**config.mk**
```make
export PLATFORM = sky130hd
export DESIGN_NAME = load_store_unit
export DESIGN_NICKNAME = d
export VERILOG_FILES = /design/src/rtl/lsu_pkg.sv /design/src/rtl/lsu_check.sv /design/src/rtl/load_store_unit.sv
export SDC_FILE = /design/constraint.sdc
export NUM_CORES = 1
export LEC_CHECK = 0
export CORE_MARGIN = 2
export CORE_UTILIZATION = 40
export CTS_BUF_LIST = sky130_fd_sc_hd__clkbuf_8
export CTS_CLUSTER_DIAMETER = 60
export DETAILED_ROUTE_END_ITERATION = 8
export GPL_TIMING_DRIVEN = 1
export PLACE_DENSITY = 0.69
export SETUP_SLACK_MARGIN = 0.5
export SLEW_MARGIN = 20
export SYNTH_ARGS = -nofsm -noshare
export SYNTH_HDL_FRONTEND = slang
export SYNTH_SLANG_ARGS = --single-unit
```
**constraint.sdc**
```tcl
create_clock -name clk -period 2.4 [get_ports clk]
set_clock_uncertainty 0.1 [all_clocks]
set_input_delay 0.48 -clock clk [delete_from_list [all_inputs] [get_ports clk]]
set_output_delay 0.48 -clock clk [all_outputs]
set_load 0.01 [all_outputs]
```
**src/rtl/lsu_pkg.sv**
```systemverilog
// Shared constants and types for the load/store unit: funct3 encodings, FSM state,
// fault codes and the registered memory-request payload.
package lsu_pkg;

    localparam int unsigned XLEN = 32;
    localparam int unsigned F3_W_BITS = 3;

    localparam logic [F3_W_BITS-1:0] F3_B  = 3'b000;
    localparam logic [F3_W_BITS-1:0] F3_H  = 3'b001;
    localparam logic [F3_W_BITS-1:0] F3_W  = 3'b010;
    localparam logic [F3_W_BITS-1:0] F3_BU = 3'b100;
    localparam logic [F3_W_BITS-1:0] F3_HU = 3'b101;

    typedef enum logic [1:0] {
        IDLE   = 2'b00,
        ACCESS = 2'b01,
        RESP   = 2'b10
    } lsu_state_e;

    typedef enum logic [1:0] {
        FLT_NONE    = 2'b00,
        FLT_MISAL   = 2'b01,
        FLT_RANGE   = 2'b10,
        FLT_ILLEGAL = 2'b11
    } lsu_fault_e;

    typedef struct packed {
        logic                 read;
        logic                 write;
        logic [XLEN-1:0]      addr;
        logic [XLEN-1:0]      wdata;
        logic [F3_W_BITS-1:0] funct3;
    } lsu_mem_req_t;

    // Access size in bytes from funct3[1:0]; 2'b11 is never legal so its value is irrelevant.
    function automatic logic [2:0] access_size(input logic [1:0] sz);
        case (sz)
            2'b00:   access_size = 3'd1;
            2'b01:   access_size = 3'd2;
            default: access_size = 3'd4;
        endcase
    endfunction

endpackage

```
**src/rtl/lsu_check.sv**
```systemverilog
// Combinational request checker: illegal funct3 beats misalignment, which beats range.
module lsu_check
    import lsu_pkg::*;
#(
    parameter int unsigned MEM_BYTES = 4096
) (
    input  logic                 i_is_store,
    input  logic [F3_W_BITS-1:0] i_funct3,
    input  logic [XLEN-1:0]      i_addr,
    output lsu_fault_e           o_fault_c
);

    logic        w_illegal;
    logic        w_misal;
    logic        w_range;
    logic [XLEN:0] w_last;

    always_comb begin
        if (i_is_store) begin
            w_illegal = i_funct3[2] | (i_funct3[1:0] == 2'b11);
        end else begin
            w_illegal = (i_funct3[1:0] == 2'b11) | (i_funct3[2] & i_funct3[1]);
        end
    end

    assign w_misal = ((i_funct3[1:0] == 2'b01) & i_addr[0]) |
                     ((i_funct3[1:0] == 2'b10) & (i_addr[1:0] != 2'b00));

    // 33-bit last-byte address so accesses near 2^32 cannot wrap back into range.
    assign w_last  = {1'b0, i_addr} + (XLEN+1)'(access_size(i_funct3[1:0])) - (XLEN+1)'(1);
    assign w_range = (w_last >= (XLEN+1)'(MEM_BYTES));

    always_comb begin
        o_fault_c = FLT_NONE;
        if (w_illegal) begin
            o_fault_c = FLT_ILLEGAL;
        end else if (w_misal) begin
            o_fault_c = FLT_MISAL;
        end else if (w_range) begin
            o_fault_c = FLT_RANGE;
        end
    end

endmodule

```
**src/rtl/load_store_unit.sv**
```systemverilog
// Load/store front end: accepts one request, drives the data memory for a single cycle,
// and holds the response (or fault) until writeback consumes it.
module load_store_unit
    import lsu_pkg::*;
#(
    parameter int unsigned MEM_BYTES = 4096,
    parameter int unsigned RD_W      = 5
) (
    input  logic                 clk,
    input  logic                 rst_n,
    input  logic                 req_valid,
    output logic                 req_ready,
    input  logic                 req_is_store,
    input  logic [F3_W_BITS-1:0] req_funct3,
    input  logic [XLEN-1:0]      req_addr,
    input  logic [XLEN-1:0]      req_wdata,
    input  logic [RD_W-1:0]      req_rd,
    output logic                 mem_read,
    output logic                 mem_write,
    output logic [XLEN-1:0]      mem_addr,
    output logic [XLEN-1:0]      mem_wdata,
    output logic [F3_W_BITS-1:0] mem_funct3,
    input  logic [XLEN-1:0]      mem_rdata,
    output logic                 rsp_valid,
    input  logic                 rsp_ready,
    output logic                 rsp_is_load,
    output logic [XLEN-1:0]      rsp_data,
    output logic [RD_W-1:0]      rsp_rd,
    output logic [1:0]           rsp_fault,
    output logic [XLEN-1:0]      rsp_fault_addr
);

    lsu_state_e   r_state;
    lsu_mem_req_t r_mem;
    lsu_fault_e   w_fault;
    logic         w_accept;

    lsu_check #(
        .MEM_BYTES (MEM_BYTES)
    ) u_check (
        .i_is_store (req_is_store),
        .i_funct3   (req_funct3),
        .i_addr     (req_addr),
        .o_fault_c  (w_fault)
    );

    assign w_accept   = req_valid & req_ready;

    assign mem_read   = r_mem.read;
    assign mem_write  = r_mem.write;
    assign mem_addr   = r_mem.addr;
    assign mem_wdata  = r_mem.wdata;
    assign mem_funct3 = r_mem.funct3;

    // The memory request register is non-zero only while in ACCESS.
    always_ff @(posedge clk or negedge rst_n) begin
        if (!rst_n) begin
            r_state        <= IDLE;
            r_mem          <= '0;
            req_ready      <= 1'b1;
            rsp_valid      <= 1'b0;
            rsp_is_load    <= 1'b0;
            rsp_data       <= '0;
            rsp_rd         <= '0;
            rsp_fault      <= 2'b00;
            rsp_fault_addr <= '0;
        end else begin
            case (r_state)
                IDLE: begin
                    if (w_accept) begin
                        req_ready <= 1'b0;
                        rsp_rd    <= req_rd;
                        rsp_data  <= '0;
                        rsp_fault <= w_fault;
                        if (w_fault != FLT_NONE) begin
                            // A faulted load has no result, so WB must not write rsp_rd.
                            rsp_is_load    <= 1'b0;
                            rsp_fault_addr <= req_addr;
                            rsp_valid      <= 1'b1;
                            r_state        <= RESP;
                        end else begin
                            rsp_is_load    <= ~req_is_store;
                            rsp_fault_addr <= '0;
                            r_mem.read     <= ~req_is_store;
                            r_mem.write    <= req_is_store;
                            r_mem.addr     <= req_addr;
                            r_mem.wdata    <= req_wdata;
                            r_mem.funct3   <= req_funct3;
                            r_state        <= ACCESS;
                        end
                    end
                end
                ACCESS: begin
                    if (r_mem.read) begin
                        rsp_data <= mem_rdata;
                    end
                    r_mem     <= '0;
                    rsp_valid <= 1'b1;
                    r_state   <= RESP;
                end
                RESP: begin
                    if (rsp_ready) begin
                        rsp_valid <= 1'b0;
                        req_ready <= 1'b1;
                        r_state   <= IDLE;
                    end
                end
                default: begin
                    r_mem     <= '0;
                    rsp_valid <= 1'b0;
                    req_ready <= 1'b1;
                    r_state   <= IDLE;
                end
            endcase
        end
    end

endmodule
```
==> results by group <==
Setup path
  – Crit path DAT: 4.11 ns
  – Setup crit start: req_addr[27]
  – Crit. End Element: flip-flop
  – WP data required: 2.63 ns
  – Max incr delay on CP: 0.53 ns
  – Worst-path maximum fanout: 4
  – Crit-path cells: clkdlybuf4s50_1, inv_1, ha_1, a21oi_1, o21a_2, buf_4, o41a_1, o22ai_1, and4b_1, nand4_1, nor4_4, and4bb_4, buf_6, buf_6, buf_6, mux2_4
  – Worst R2R Start: r_state[1]
  – Slowest CP cell: clkdlybuf4s50_1
  – CP startpoint kind: input port
  – Crit path kind: in -> reg
  – CP most frequent cell: buf_6

Timing
  – Min Hold Slack: 0.318 ns
  – Final worst setup slack: -1.48 ns
  – Maximum clock rate: 0.258 GHz
  – Slew @ Worst Pin: 0.625 ns
  – Tmin final: 3.88 ns
  – Setup TNS: -148.09 ns
  – Slew HR: 58.2%
  – Hold Vio Cnt, Final: 0
  – Fin. max-slew vios: 0
  – Period utilization: 162%
  – RSZ-0062 raised after global routing: true
  – Setup violators final: 106

Floorplanning
  – Top Ports: 252
  – Die height: 157 um
  – DIE AREA: 24700 um2
  – Row count: 56
  – Die X: 157 um
  – Core box area: 23300 um2
  – Starting Density: 40.3%

CTS
  – Clock transition at the registers of the reported paths: 0.09 ns
  – Clock root buffer: clkbuf_8
  – CTS tree: done
  – Max clock buf depth: 2
  – H-tree depth: 4
  – CTS buffer count: 17
  – CTS Sinks: 145
  – Latest clock arrival within the worst-skew pair: 0.44 ns

Min path
  – Hold path startpoint: req_funct3[1]
  – Min-Delay Path Class: in -> reg

Placed design
  – Post-DP HPWL: 24800 um
  – Routability cong.: 0.943
  – Dpl cells: 1742
  – IO buf count: 251

Yosys
  – Syn avg cell area: 9.08 um2
  – Synth Cell Area: 9380 um2
  – Number of flops mapped to enable cells by yosys: 0
  – Syn Inst Count: 1033
  – Register bit total from synthesis: 145
  – Count of unique library cells instantiated by Yosys: 78
  – Synth warn: 0
  – Dominant synthesized flop cell: dfrtp_1
  – Sequential fraction of the synthesis area: 38.7%
  – Syn nets: 1177
  – Post-synth ARST share: 100%
  – Yosys top cell by area: dfrtp_1
  – Leading post-synthesis cells by cell area: dfrtp_1 38%, nand2b_1 9.3%, mux2i_1 7.7%, nand2_1 6.3%, ha_1 4.5%
  – Top cell type's share of synthesized area: 38.4%

Power
  – P per Cell Area: 406 nW/um2
  – Leak: 6.76 nW
  – Clock share of power: 33.6%
  – Sw frac: 31.4%
  – Pint: 0.00425 W
  – Psw: 0.00194 W
  – Worst VDD drop: 0.305 mV
  – Register share of total power: 39.4%
  – Combinational share of power: 27.0%

Run status
  – Failing checks: negative setup slack
  – Outcome: complete, but fails checks

Detailed routing
  – WL/cell: 18.6 um
  – DR iter-0 viols: 664
  – Drt pass-1 iters: 5
  – Vias per cell: 5.20
  – Post-route ant nets: 0
  – # DRC: 0
  – Routed vias: 9459
  – Final wirelength: 33700 um

Global routing
  – GRT met2 Usage: 45.6%
  – GRT Max-Usage Layer: met2
  – GR Util met1: 34.0%
  – Vias in the first global route: 9293
  – GR Util met3: 5.37%
  – Final global-route overflow total: 0
  – Largest net degree at the start of global routing: 65
  – Initial antenna violation count: 1
  – GRT Total Usage: 26.7%
  – First-pass GRT wire length: 50900 um

Cells and area
  – Nets: 1629
  – FILL cells: 1927
  – Fin util: 65.6%
  – Fin cells: 1818
  – Share of cells above drive strength 1: 27.8%
  – Syn-to-layout area delta: 62.6%

Flow run
  – Max_cap viols: 0
## power groups by stage
stage / combinational [W] / sequential (W) / clock, W
floorplan: 0.000675 / 0.00249 / 0
global placement: 0.00146 / 0.00249 / 0
detailed placement: 0.00147 / 0.00249 / 0
CTS: 0.00158 / 0.00244 / 0.00213
global route: 0.00180 / 0.00244 / 0.00223
finish: 0.00167 / 0.00244 / 0.00208
## path summary, 6_finish.rpt
path                                  to  slack [ns]  cells past startpoint
setup / recovery                mem_read       -1.48                     16
hold / removal             mem_funct3[1]        0.32                      4
hold reg to reg                rsp_rd[2]        0.37                      2
min in group asynchronous   mem_addr[11]        0.45                      2
max in group asynchronous      req_ready        1.12                      3
setup reg to reg                mem_read        0.45                      8
## cells in the final DEF (no fill, tap or decap), types with 10 or more instances in the layout
master | Yosys | final
ha_1 | 34 | 17
o21ai_0 | 57 | 56
buf_4 | 9 | 201
inv_1 | 49 | 41
clkdlybuf4s50_1 | 0 | 90
nand2b_1 | 139 | 139
buf_6 | 11 | 15
buf_16 | 0 | 10
ha_4 | 0 | 15
dfrtp_1 | 144 | 143
dlygate4sd2_1 | 0 | 153
a21oi_2 | 9 | 15
o31ai_4 | 0 | 21
o31ai_2 | 29 | 13
nor2_1 | 36 | 32
clkbuf_8 | 0 | 17
nand4_1 | 20 | 20
a21oi_1 | 32 | 20
mux2i_1 | 72 | 69
buf_12 | 0 | 17
nand2_1 | 158 | 157
## stage by stage
stage | instance area [um2] | power, W | setup slack, ns
after floorplan | 9520 | 0.00317 | -1.43
after global placement | 13700 | 0.00395 | -2.27
after detailed placement | 13700 | 0.00396 | -2.34
after CTS | 14900 | 0.00615 | -1.42
after global routing | 15300 | 0.00647 | -1.62
final | 15300 | 0.00619 | -1.48
## sequential cells by signal, summed over array words and instances, names as in the netlist
register and count:
mem_wdata 32, mem_write 1, mem_funct3 3, rsp_rd 5, mem_addr 32, rsp_data 32, r_state 2, req_ready 1
mem_read 1, rsp_fault_addr 32, rsp_is_load 1, rsp_valid 1, rsp_fault 2
## critical path, delay by kind of cell
| kind | cells | cell delay [ns] |
|---|---|---|
| adder cells (fa/ha/maj) | 1 | 0.34 |
| AO/OA/AOI/OAI | 4 | 0.77 |
| AND/OR/NAND/NOR | 4 | 1.15 |
| multiplexers | 1 | 0.28 |
| buffers and inverters | 6 | 1.07 |
## synth_stat cells, types with 7 or more instances
master	instances
nand2_1	158
dfrtp_1	144
nand2b_1	139
mux2i_1	72
o21ai_0	57
inv_1	49
clkbuf_1	38
nor2_1	36
ha_1	34
a21oi_1	32
o31ai_2	29
nand4_1	20
nor3_1	12
nor4_1	12
buf_6	11
a211oi_1	10
a21oi_2	9
buf_4	9
nand3_1	9
o21ai_1	9
o21a_1	8
o211ai_1	7
o31ai_1	7
## logic make-up (layout without fill, tap and decap cells)
kind of cell    Yosys count  count (layout)  share of synthesized area, %
xor+xnor                  2               2                         0.187
other cells               0               1                             0
buf+inv                 112             577                          5.79
compound gates          231             231                          18.3
simple gates            434             434                          24.3
fa+ha+maj                35              35                          4.75
flops                   145             145                          38.7
mux                      74              74                          7.92
## area by class of cell
class	instances	area (um2)	area share, %
Antenna cell	1	2.50	0.0164
Clock buffer	17	234	1.53
Clock inverter	15	189	1.24
Inverter	49	205	1.35
Multi-Input combinational cell	776	5930	38.9
Sequential cell	145	3630	23.8
Tap cell	319	399	2.62
Timing Repair Buffer	496	4660	30.5
## what timing repair did
item / in CTS / in global routing
pin swaps: 30 / 24
gates resized for setup: 247 / 56
buffers inserted: 24 / 7
gates cloned: 10 / 1
hold endpoints to repair: 46 / 0
endpoints found under the setup margin: 249 / 139
hold buffers: 1 / 0
## layer usage
metal | wire length, um | up-vias
met5 | 0 | -
li1 | - | 4574
met3 | 2130 | 40
met1 | 14300 | 4546
met4 | 689 | 0
met2 | 16700 | 299
Power figures use the tool's default switching activity.
